[src/rtl/uart_host_link.sv]
// Host-side UART packet framer/parser: turns typed host requests into 2/3-byte UART
// packets and folds the chip's 2-byte response packets into one typed output stream.
module uart_host_link #(
  parameter int DATA_WIDTH = 8,
  parameter int RX_TIMEOUT = 1024,
  parameter int ERR_W      = 8
) (
  input  logic                  clk,
  input  logic                  rst_n,
  input  logic [DATA_WIDTH-1:0] tx_req_type,
  input  logic [DATA_WIDTH-1:0] tx_req_addr,
  input  logic [DATA_WIDTH-1:0] tx_req_data,
  input  logic                  tx_req_valid,
  output logic                  tx_req_ready,
  output logic [DATA_WIDTH-1:0] uart_tx_tdata,
  output logic                  uart_tx_tvalid,
  input  logic                  uart_tx_tready,
  output logic                  uart_tx_tlast,
  input  logic [DATA_WIDTH-1:0] uart_rx_tdata,
  input  logic                  uart_rx_tvalid,
  output logic                  uart_rx_tready,
  output logic [DATA_WIDTH-1:0] rx_out_type,
  output logic [DATA_WIDTH-1:0] rx_out_data,
  output logic                  rx_out_valid,
  input  logic                  rx_out_ready,
  output logic [ERR_W-1:0]      rx_err_count
);

  // Every stream uses valid/ready: a transfer happens on a clock edge where both are high;
  // a source holds its payload stable while valid is high and ready is low.

  localparam int TO_W = $clog2(RX_TIMEOUT);

  typedef enum logic [1:0] {T_IDLE, T_HDR, T_ADDR, T_DATA} tx_state_t;
  typedef enum logic [1:0] {R_HDR, R_DATA, R_OUT} rx_state_t;

  tx_state_t tx_state, tx_state_nxt;
  rx_state_t rx_state, rx_state_nxt;

  logic [DATA_WIDTH-1:0] tx_type_q, tx_addr_q, tx_data_q;
  logic [DATA_WIDTH-1:0] rx_type_q, rx_data_q;
  logic [TO_W-1:0]       to_cnt;
  logic [ERR_W-1:0]      err_cnt;
  logic                  hdr_ok, timeout, err_inc;

  assign uart_tx_tlast = 1'b0;
  assign rx_out_type   = rx_type_q;
  assign rx_out_data   = rx_data_q;
  assign rx_err_count  = err_cnt;

  // ---------------- TX framer ----------------
  always_ff @(posedge clk) begin
    if (!rst_n) begin
      tx_state <= T_IDLE;
    end else begin
      tx_state <= tx_state_nxt;
    end
    if (tx_req_valid && tx_req_ready) begin
      tx_type_q <= tx_req_type;
      tx_addr_q <= tx_req_addr;
      tx_data_q <= tx_req_data;
    end
  end

  always_comb begin
    tx_state_nxt   = tx_state;
    tx_req_ready   = 1'b0;
    uart_tx_tvalid = 1'b0;
    uart_tx_tdata  = '0;
    case (tx_state)
      T_IDLE: begin
        tx_req_ready = 1'b1;
        if (tx_req_valid) tx_state_nxt = T_HDR;
      end
      T_HDR: begin
        uart_tx_tvalid = 1'b1;
        uart_tx_tdata  = tx_type_q;
        // Only INFO carries a field index; every other code, including unknown ones, is 2 bytes.
        if (uart_tx_tready)
          tx_state_nxt = (tx_type_q == DATA_WIDTH'(7)) ? T_ADDR : T_DATA;
      end
      T_ADDR: begin
        uart_tx_tvalid = 1'b1;
        uart_tx_tdata  = tx_addr_q;
        if (uart_tx_tready) tx_state_nxt = T_DATA;
      end
      T_DATA: begin
        uart_tx_tvalid = 1'b1;
        uart_tx_tdata  = tx_data_q;
        if (uart_tx_tready) tx_state_nxt = T_IDLE;
      end
      default: tx_state_nxt = T_IDLE;
    endcase
  end

  // ---------------- RX parser ----------------
  // The chip only ever answers with PARROT, ETH_FRAME_OUT, REMAINING_LAYER or BRAIN_STATUS.
  assign hdr_ok  = (uart_rx_tdata == DATA_WIDTH'(0)) || (uart_rx_tdata == DATA_WIDTH'(2)) ||
                   (uart_rx_tdata == DATA_WIDTH'(3)) || (uart_rx_tdata == DATA_WIDTH'(5));
  assign timeout = (rx_state == R_DATA) && !uart_rx_tvalid &&
                   (to_cnt == TO_W'(RX_TIMEOUT - 1));

  always_comb begin
    rx_state_nxt   = rx_state;
    uart_rx_tready = 1'b0;
    rx_out_valid   = 1'b0;
    err_inc        = 1'b0;
    case (rx_state)
      R_HDR: begin
        uart_rx_tready = 1'b1;
        if (uart_rx_tvalid) begin
          if (hdr_ok) rx_state_nxt = R_DATA;
          else        err_inc      = 1'b1;
        end
      end
      R_DATA: begin
        uart_rx_tready = 1'b1;
        if (uart_rx_tvalid) begin
          rx_state_nxt = R_OUT;
        end else if (timeout) begin
          rx_state_nxt = R_HDR;
          err_inc      = 1'b1;
        end
      end
      R_OUT: begin
        rx_out_valid = 1'b1;
        if (rx_out_ready) rx_state_nxt = R_HDR;
      end
      default: rx_state_nxt = R_HDR;
    endcase
  end

  always_ff @(posedge clk) begin
    if (!rst_n) begin
      rx_state <= R_HDR;
      to_cnt   <= '0;
      err_cnt  <= '0;
    end else begin
      rx_state <= rx_state_nxt;
      // Counter is zero everywhere outside an idle stretch of R_DATA, so entry starts at 0.
      if (rx_state == R_DATA && !uart_rx_tvalid && !timeout) to_cnt <= to_cnt + TO_W'(1);
      else                                                    to_cnt <= '0;
      if (err_inc && (err_cnt != {ERR_W{1'b1}})) err_cnt <= err_cnt + ERR_W'(1);
    end
    if (rx_state == R_HDR && uart_rx_tvalid && hdr_ok) rx_type_q <= uart_rx_tdata;
    if (rx_state == R_DATA && uart_rx_tvalid)          rx_data_q <= uart_rx_tdata;
  end

endmodule

[config.mk]
export PLATFORM = sky130hd
export DESIGN_NAME = uart_host_link
export DESIGN_NICKNAME = d
export VERILOG_FILES = /design/src/rtl/uart_host_link.sv
export SDC_FILE = /design/constraint.sdc
export NUM_CORES = 1
export LEC_CHECK = 0
export ABC_AREA = 1
export BUFFER_PORTS_ARGS = -buffer_cell sky130_fd_sc_hd__buf_2
export CORE_AREA = 2 2 75 77
export CTS_CLUSTER_DIAMETER = 120
export DETAILED_ROUTE_END_ITERATION = 10
export DIE_AREA = 0 0 77 79
export GPL_ROUTABILITY_DRIVEN = 0
export GPL_TIMING_DRIVEN = 0
export PLACE_DENSITY = 0.88
export SLEW_MARGIN = 30
export SYNTH_ARGS = -nofsm -noshare
export SYNTH_HDL_FRONTEND = slang
export SYNTH_SLANG_ARGS = --single-unit
[constraint.sdc]
create_clock -name clk -period 2.3 [get_ports clk]
set_input_delay 0.345 -clock clk [delete_from_list [all_inputs] [get_ports clk]]
set_output_delay 0.345 -clock clk [all_outputs]
set_load 0.005 [all_outputs]
==> impl_metrics.csv, run 1 <==
group,metric,value,unit
run_status,status,"complete, no violations",
hold_path,min_to,"tx_type_q[3]$_DFFE_PP_",
timing,slew-limit-headroom,0.417,
worst_setup_path,start_kind,"flip-flop",
pwr,p_leak,1.42,nW
grt,overflow,0,
die,core-area,5340,µm²
hold_path,hp-start,"tx_req_type[3]",
placed_design,dp_hpwl,3780,µm
worst_setup_path,r2r_start,"tx_state[0]$_SDFFE_PN0P_",
timing,finalSetupViolations,0,
pwr,p_int,1.92,mW
cells_and_area,layout-drive-gt1-share,0.285,
placed_design,place_ws,0.471,ns
drt,dr.pass1.iters,4,
die,rows,27,
cts,insertion_delay,0.33,ns
timing,fin_worst_skew,0.00972,ns
cts,cts_tree,"built",
drt,vias,1982,
worst_setup_path,cp.arrival,1.73,ns
placed_design,postPlaceCellArea,3080,µm²
die,die_h,79,µm
synthesis,yosysUniqueCellTypes,32,
timing,setup_ws,0.222,ns
cts,cts_buffers,9,
synthesis,async_reset_ff_frac,0,
grt,grt_pass1_vias,1910,
cts,clk_path_buf_depth,2,
pwr,power,2.71,mW
pwr,p_sw_frac,0.291,
worst_setup_path,r2r_setup_slack,0.44,ns
timing,min_period_over_period,0.904,
grt,grt_pass1_wl,8730,µm
drt,wl_per_cell,12.3,µm
worst_setup_path,crit_fanout,9,
worst_setup_path,rr_worst_depth,4,
synthesis,yosysSeqAreaShare,0.627,
cts,cts_sinks,62,
cells_and_area,stdcell_area,3240,µm²
hold_path,hold_depth,1,
cts,holdBufCountCts,0,
pwr,p_clk_frac,0.281,
cts,postCtsResizedCells,0,
die,start_util,0.490,
placed_design,io_buffers,73,
worst_setup_path,r2r_end,"tx_data_q[4]$_DFFE_PP_",
job,maxCapViolations,0,
cells_and_area,final_cells,419,
synthesis,synth_fp_nets,302,
drt,drc,0,
cells_and_area,final_nets,387,
synthesis,synthCells,257,
cts,cts_setup_buffers,0,
die,ios,75,
cells_and_area,utilization,0.606,
cells_and_area,antenna_cells,0,
cts,cts_root_buf,"clkbuf_8",
drt,routed_via_density,4.73,
worst_setup_path,cp.required,1.96,ns
grt,grt_max_degree,25,
synthesis,synth_area,2620,µm²
hold_path,hold_class,"input pin to flip-flop",
timing,hold_viol,0,
timing,whs,0.185,ns
cts,htreeDepth,3,
synthesis,synth_seq_cells,62,
drt,routed_wl,5160,µm
drt,drtIter0Drc,75,
worst_setup_path,cp-end-kind,"primary output",
synthesis,yosysTopAreaCell,"edfxtp_1",
pwr,combPwrFrac,0.213,
worst_setup_path,crit_type,"flip-flop to primary output",
timing,max_freq,481,MHz
timing,period_minus_slack,2.08,ns
pwr,p_per_area,836,nW/µm²
grt,antenna_found_initial,0,
synthesis,synth_edf_count,40,
timing,tns,0,ns
die,dieWidth,77,µm
synthesis,synth_top_cell_area_share,0.459,
placed_design,placed_cells,403,
timing,rsz0062_at_grt,"no",
pwr,peakVddDrop,503,µV
die,die_area,6080,µm²
timing,tightest_slew,0.873,ns
grt,grt_util_all_layers,0.187,
cells_and_area,syn_to_final_growth,23.7,%
synthesis,synth_ff_type,"edfxtp_1",
synthesis,synth_warnings,0,
drt,ant_nets,0,
pwr,seqPwrFrac,0.506,
pwr,switchingPower,0.787,mW
synthesis,synth_area_leaders,"edfxtp_1 (46%), dfxtp_1 (17%), nand2_1 (9.2%)",
timing,drv_slew,0,
cts,cts.clk_slew.worst_paths,0.07,ns
synthesis,syn_area_per_cell,10.2,µm²
## layout by cell type, fill, tap and decap left out, types with 2 or more instances in the layout
cell      synthesis  final
dfxtp_1          22     22
inv_1            25     25
buf_2             0     74
nand2_1          64     64
inv_2             2      2
clkbuf_1          3      7
clkinv_1          1      2
a21oi_1          13     13
nor3_1            5      5
or2_0             2      2
ha_1              7      7
nand3_2           2      2
nand3_1          25     25
clkinv_2          0      2
clkbuf_8          0      9
xnor2_1           5      5
edfxtp_1         40     40
nor2_2            3      3
nor2_1           18     18
nand2_2           2      2
xor2_1            4      4
## synth_stat cells (2+ instances only)
cell type	instances
clkbuf_1	3
dfxtp_1	22
nand3_1	25
inv_1	25
nor3_1	5
nor2_1	18
nand2_1	64
nor2_2	3
inv_2	2
or2_0	2
nand2_2	2
xor2_1	4
nand3_2	2
ha_1	7
xnor2_1	5
edfxtp_1	40
a21oi_1	13
## layout make-up
class / instances / area, µm²
Clock buffer: 13 / 139
Tap cell: 72 / 90.1
Fill cell: 460 / 2100
Timing Repair Buffer: 74 / 370
Clock inverter: 3 / 13.8
Buffer: 5 / 30.0
Multi-Input combinational cell: 162 / 846
Sequential cell: 62 / 1640
Inverter: 28 / 105
## critical path: stages, from the launching register on
cell and delay (ns):
dfxtp_1 0.34, inv_1 0.15, ha_1 0.16, clkbuf_1 0.34, nand2_1 0.10, nand3_1 0.11, nand2_1 0.05, inv_1 0.04
buf_2 0.10
## registers in the layout (all words and copies together), names as in the netlist
| name | flops |
|---|---|
| rx_err_count | 8 |
| rx_out_data | 8 |
| rx_out_type | 8 |
| rx_state | 2 |
| to_cnt | 10 |
| tx_addr_q | 8 |
| tx_data_q | 8 |
| tx_state | 2 |
| tx_type_q | 8 |
## how the worst max path moves through the flow
| stage | from | end | slack [ns] | cells after the start |
|---|---|---|---|---|
| 2_1_floorplan | rx_state[1]$_SDFFE_PN0P_ | rx_out_type[0]$_DFFE_PP_ | 0.46 | 2 |
| 3_3_place_gp | uart_rx_tdata[3] | rx_out_type[3]$_DFFE_PP_ | -0.20 | 4 |
| 3_5_place_dp | tx_state[0]$_SDFFE_PN0P_ | tx_type_q[1]$_DFFE_PP_ | 0.47 | 4 |
| 4_1_cts | tx_state[0]$_SDFFE_PN0P_ | uart_tx_tdata[6] | 0.20 | 8 |
| 5_1_grt | tx_state[0]$_SDFFE_PN0P_ | uart_tx_tdata[2] | 0.005 | 8 |
| 6_report | tx_state[0]$_SDFFE_PN0P_ | uart_tx_tdata[6] | 0.22 | 8 |
## cells by family after synthesis
kind of cell               after synthesis  synth area share
buffers and inverters                   33            0.0517
other                                    1           0.00143
xor gates and xnor gates                 9            0.0301
and+or+nand+nor                        126             0.217
adders and majority gates                7            0.0335
DFF                                     62             0.627
AOI/OAI and AO/OA                       19            0.0392
## power groups by stage
stage                     combinational (mW)  clock [mW]  sequential, mW
final                                  0.575       0.760            1.37
after global routing                   0.662       0.839            1.38
after CTS                              0.574       0.788            1.37
after detailed placement               0.572           0            1.39
after global placement                 0.557           0            1.39
after floorplan                        0.374           0            1.38
## routing by layer
metal,track usage,vias to the layer above,part of all wire
li1,-,1022,-
met1,0.229,891,0.45
met2,0.304,64,0.48
met3,0.0477,5,0.064
met4,0.102,0,0.0062
met5,0,-,0
(Power assumes the default switching activity.)
==> run 2: changes to the inputs <==
CELL_PAD_IN_SITES_DETAIL_PLACEMENT = 1   (was not set)
CELL_PAD_IN_SITES_GLOBAL_PLACEMENT = 1   (was not set)
CORE_AREA = 2 2 85 87   (was 2 2 75 77)
DIE_AREA = 0 0 87 89   (was 0 0 77 79)
PLACE_DENSITY = 0.89   (was 0.88)
==> run 2 against run 1 <==
Compared with the run above:
- clock-buffer cell count decreased by 3
- die area increased by 27%
- sequential power about the same
- core utilization decreased by 12 points
- sequential share of layout area decreased by 0.92 points
- via count increased by 4.1%
- critical path depth unchanged
- combinational power increased by 2%
- non-clock buffer count unchanged
- worst setup slack got worse by 0.041 ns
- critical path type unchanged
- critical endpoint is now uart_tx_tdata[5]
- highest routed layer unchanged
==> impl_metrics.csv, run 2 (same netlist as run 1, synthesis figures left out) <==
group,metric,value,unit
run_status,status,"complete, no violations",
timing,fin_worst_skew,0.00484,ns
cells_and_area,stdcell_area,3300,µm²
pwr,power,2.97,mW
hold_path,hold_class,"input pin to flip-flop",
timing,tightest_slew,0.900,ns
worst_setup_path,crit_start,"tx_state[1]$_SDFFE_PN0P_",
pwr,peakVddDrop,343,µV
grt,overflow,0,
worst_setup_path,critPathTopFamily,"buffers and inverters",
timing,period_minus_slack,2.12,ns
cts,cts.clk_slew.worst_paths,0.07,ns
die,dieWidth,87,µm
worst_setup_path,cp.required,1.96,ns
timing,rsz0062_at_grt,"no",
die,die_h,89,µm
cells_and_area,antenna_cells,0,
timing,tns,0,ns
drt,vias,2063,
placed_design,io_buffers,73,
drt,routed_via_density,4.84,
cts,clk_path_buf_depth,2,
grt,grt_max_degree,25,
drt,dr.pass1.iters,4,
die,die_area,7740,µm²
drt,drtIter0Drc,54,
cells_and_area,final_cells,426,
grt,antenna_found_initial,0,
timing,drv_slew,0,
worst_setup_path,cp_slowest_cell,"clkbuf_1",
worst_setup_path,crit_type,"flip-flop to primary output",
timing,min_period_over_period,0.922,
cts,cts_sinks,62,
cts,holdBufCountCts,0,
die,rows,30,
drt,ant_nets,0,
cells_and_area,final_nets,387,
worst_setup_path,critical-path-max-stage-delay,0.37,ns
timing,setup_ws,0.180,ns
placed_design,place_ws,0.411,ns
cts,cts_tree,"built",
worst_setup_path,rr_worst_depth,4,
worst_setup_path,r2r_end,"tx_data_q[3]$_DFFE_PP_",
die,start_util,0.389,
timing,slew-limit-headroom,0.398,
grt,grt_pass1_wl,10100,µm
hold_path,min_to,"tx_addr_q[6]$_DFFE_PP_",
cells_and_area,utilization,0.491,
worst_setup_path,start_kind,"flip-flop",
timing,hold_viol,0,
die,ios,75,
worst_setup_path,crit_fanout,10,
cells_and_area,layout_common_cells,"buf_2 (74), nand2_1 (64), edfxtp_1 (40)",
job,maxCapViolations,0,
hold_path,hold_depth,1,
cts,cts_root_buf,"clkbuf_8",
worst_setup_path,cp.arrival,1.77,ns
die,core-area,6720,µm²
worst_setup_path,crit_buf_inv,4,
worst_setup_path,cp-end-kind,"primary output",
placed_design,postPlaceCellArea,3090,µm²
cts,insertion_delay,0.33,ns
drt,routed_wl,6310,µm
worst_setup_path,cp_cell_sequence,"inv_1 > ha_1 > clkbuf_1 > nand2_1 > nand3_1 > nand2_1 > inv_1 > buf_2",
timing,finalSetupViolations,0,
cts,cts_setup_buffers,0,
grt,grt_util_all_layers,0.176,
placed_design,placed_cells,411,
pwr,p_per_area,901,nW/µm²
cells_and_area,largest_register,"to_cnt",
timing,max_freq,472,MHz
worst_setup_path,r2r_start,"tx_state[0]$_SDFFE_PN0P_",
pwr,p_leak,1.45,nW
timing,whs,0.185,ns
cts,cts_buffers,9,
drt,drc,0,
cts,htreeDepth,3,
cells_and_area,layout-drive-gt1-share,0.295,
cells_and_area,largest_reg_flops,10,
placed_design,dp_hpwl,4810,µm
grt,grt_pass1_vias,2106,
cells_and_area,syn_to_final_growth,26.0,%
hold_path,hp-start,"tx_req_addr[6]",
drt,wl_per_cell,14.8,µm
cells_and_area,final_common_cell,"buf_2",
cts,postCtsResizedCells,0,
worst_setup_path,r2r_setup_slack,0.45,ns
[run 2: worst max-delay path by stage]
stage | cells after the start | slack [ns] | to
floorplan | 2 | 0.46 | rx_out_type[0]$_DFFE_PP_
global placement | 4 | -0.25 | rx_out_type[4]$_DFFE_PP_
detailed placement | 4 | 0.41 | tx_type_q[0]$_DFFE_PP_
CTS | 8 | 0.14 | uart_tx_tdata[5]
global route | 8 | 0.001 | uart_tx_tdata[4]
finish | 8 | 0.18 | uart_tx_tdata[5]
[run 2: final cells by class]
type                    instances  area [µm²]
plain buffers                   5        30.0
clock buffers                  10         128
clock inverters                 5        75.1
fillers                       802        3420
inverters                      28         105
multi-input cells             162         846
flip-flops and latches         62        1640
well taps                      80         100
repair buffers                 74         370
[run 2: where the power goes]
part / switching [mW] / internal, mW / total [mW]
clock: 0.407 / 0.599 / 1.01
combinational: 0.380 / 0.209 / 0.589
sequential: 0.0514 / 1.32 / 1.37
total: 0.838 / 2.13 / 2.97
[run 2: per-layer routing]
layer  GRT usage  vias to the layer above  share of wire  wire length [µm]
li1            -                     1022              -                 -
met3      0.0582                       11          0.070               440
met1       0.195                      973           0.41              2620
met2       0.307                       57           0.50              3130
met4      0.0824                        0          0.019               117
met5           0                        -              0                 0
==> run 3: changes to the inputs <==
CORE_AREA = 2 2 90 83   (was 2 2 85 87)
DIE_AREA = 0 0 92 85   (was 0 0 87 89)
==> run 3 against run 2 <==
Compared with the run above:
- hold slack better by 0.0021 ns
- fmax grew 1.3%
- worst setup slack improved by 0.027 ns
- first-iteration DRC count down 41%
==> impl_metrics.csv, run 3 (same netlist as run 1, synthesis figures left out) <==
group,metric,value,unit
run_status,status,"complete, no violations",
timing,rsz0062_at_grt,"no",
worst_setup_path,cp.arrival,1.75,ns
timing,tns,0,ns
timing,fin_worst_skew,0.00869,ns
hold_path,hold_class,"input pin to flip-flop",
die,die_h,85,µm
job,maxCapViolations,0,
timing,tightest_slew,0.883,ns
worst_setup_path,crit_type,"flip-flop to primary output",
cts,cts.clk_slew.worst_paths,0.07,ns
drt,drtIter0Drc,32,
grt,overflow,0,
grt,grt_max_degree,25,
timing,whs,0.187,ns
timing,drv_slew,0,
cells_and_area,largest_reg_flops,10,
cells_and_area,syn_to_final_growth,26.8,%
die,rows,29,
drt,vias,2091,
worst_setup_path,cp.required,1.96,ns
pwr,p_leak,1.45,nW
grt,antenna_found_initial,0,
timing,max_freq,478,MHz
placed_design,dp_hpwl,4750,µm
worst_setup_path,crit_fanout,10,
pwr,p_per_area,905,nW/µm²
drt,dr.pass1.iters,4,
placed_design,io_buffers,73,
cells_and_area,layout-drive-gt1-share,0.295,
cells_and_area,final_common_cell,"buf_2",
cells_and_area,n_fill_cell,817,
cts,cts_sinks,62,
grt,grt_pass1_vias,2147,
die,start_util,0.379,
worst_setup_path,start_kind,"flip-flop",
drt,routed_via_density,4.76,
die,ios,75,
worst_setup_path,r2r_setup_slack,0.47,ns
die,dieWidth,92,µm
cells_and_area,largest_register,"to_cnt",
cts,cts_tree,"built",
cts,holdBufCountCts,0,
cells_and_area,utilization,0.481,
grt,grt_pass1_wl,10600,µm
die,core-area,6890,µm²
timing,period_minus_slack,2.09,ns
timing,hold_viol,0,
cells_and_area,antenna_cells,0,
timing,min_period_over_period,0.910,
cts,clk_path_buf_depth,2,
timing,slew-limit-headroom,0.411,
drt,ant_nets,0,
cts,cts_root_buf,"clkbuf_8",
cts,htreeDepth,3,
cells_and_area,final_nets,386,
drt,routed_wl,6280,µm
timing,finalSetupViolations,0,
cts,cts_setup_buffers,0,
cts,insertion_delay,0.33,ns
grt,grt_util_all_layers,0.172,
cells_and_area,layout_common_cells,"buf_2 (74), nand2_1 (64), edfxtp_1 (40)",
worst_setup_path,cp-end-kind,"primary output",
drt,wl_per_cell,14.3,µm
drt,drc,0,
pwr,peakVddDrop,405,µV
die,die_area,7820,µm²
cts,postCtsResizedCells,0,
cts,cts_buffers,9,
run 3: through the flow:
stage,cells,cell area (µm²),power [mW],setup WS [ns]
after floorplan,257,2620,1.75,0.464
after global placement,423,3100,1.97,-0.181
after detailed placement,424,3110,2.01,0.292
after CTS,440,3320,3.04,0.108
after global routing,439,3320,3.18,0.0628
final,439,3320,3.00,0.207
run 3: layer usage:
layer	wire length [µm]	vias to the layer above	part of all wire	GRT usage
met2	3160	55	0.50	0.301
li1	-	1017	-	-
met4	45	0	0.0072	0.0407
met1	2720	1013	0.43	0.215
met5	0	-	0	0
met3	358	6	0.057	0.0444
run 3: layout make-up:
| cell class | instances | area [µm²] | area share |
|---|---|---|---|
| clock buffers | 10 | 128 | 0.0385 |
| repair buffers | 74 | 370 | 0.112 |
| flip-flops and latches | 62 | 1640 | 0.495 |
| multi-input cells | 162 | 846 | 0.255 |
| plain buffers | 4 | 26.3 | 0.00792 |
| inverters | 28 | 105 | 0.0317 |
| clock inverters | 6 | 85.1 | 0.0256 |
| well taps | 93 | 116 | 0.0351 |
run 3: path summary, 6_finish.rpt:
check / startpoint / to / depth (start not counted)
worst min register to register: to_cnt[0]$_SDFF_PN0_ / to_cnt[0]$_SDFF_PN0_ / 1
worst max-delay path: tx_state[1]$_SDFFE_PN0P_ / uart_tx_tdata[7] / 8
worst min-delay path: tx_req_addr[1] / tx_addr_q[1]$_DFFE_PP_ / 1
worst max register to register: tx_state[0]$_SDFFE_PN0P_ / tx_addr_q[6]$_DFFE_PP_ / 4
run 3: critical path, stage by stage (launching register included):
cell and delay, ns:
dfxtp_1 0.34, inv_1 0.13, ha_1 0.16, clkbuf_1 0.36, nand2_1 0.13, nand3_1 0.10
nand2_1 0.05, inv_1 0.05, buf_2 0.10
run 3: where the power goes:
group	internal (mW)	leakage [nW]	total (mW)	switching, mW
Clock	0.609	0.104	1.03	0.425
Combinational	0.211	0.796	0.599	0.389
Sequential	1.32	0.549	1.37	0.0477
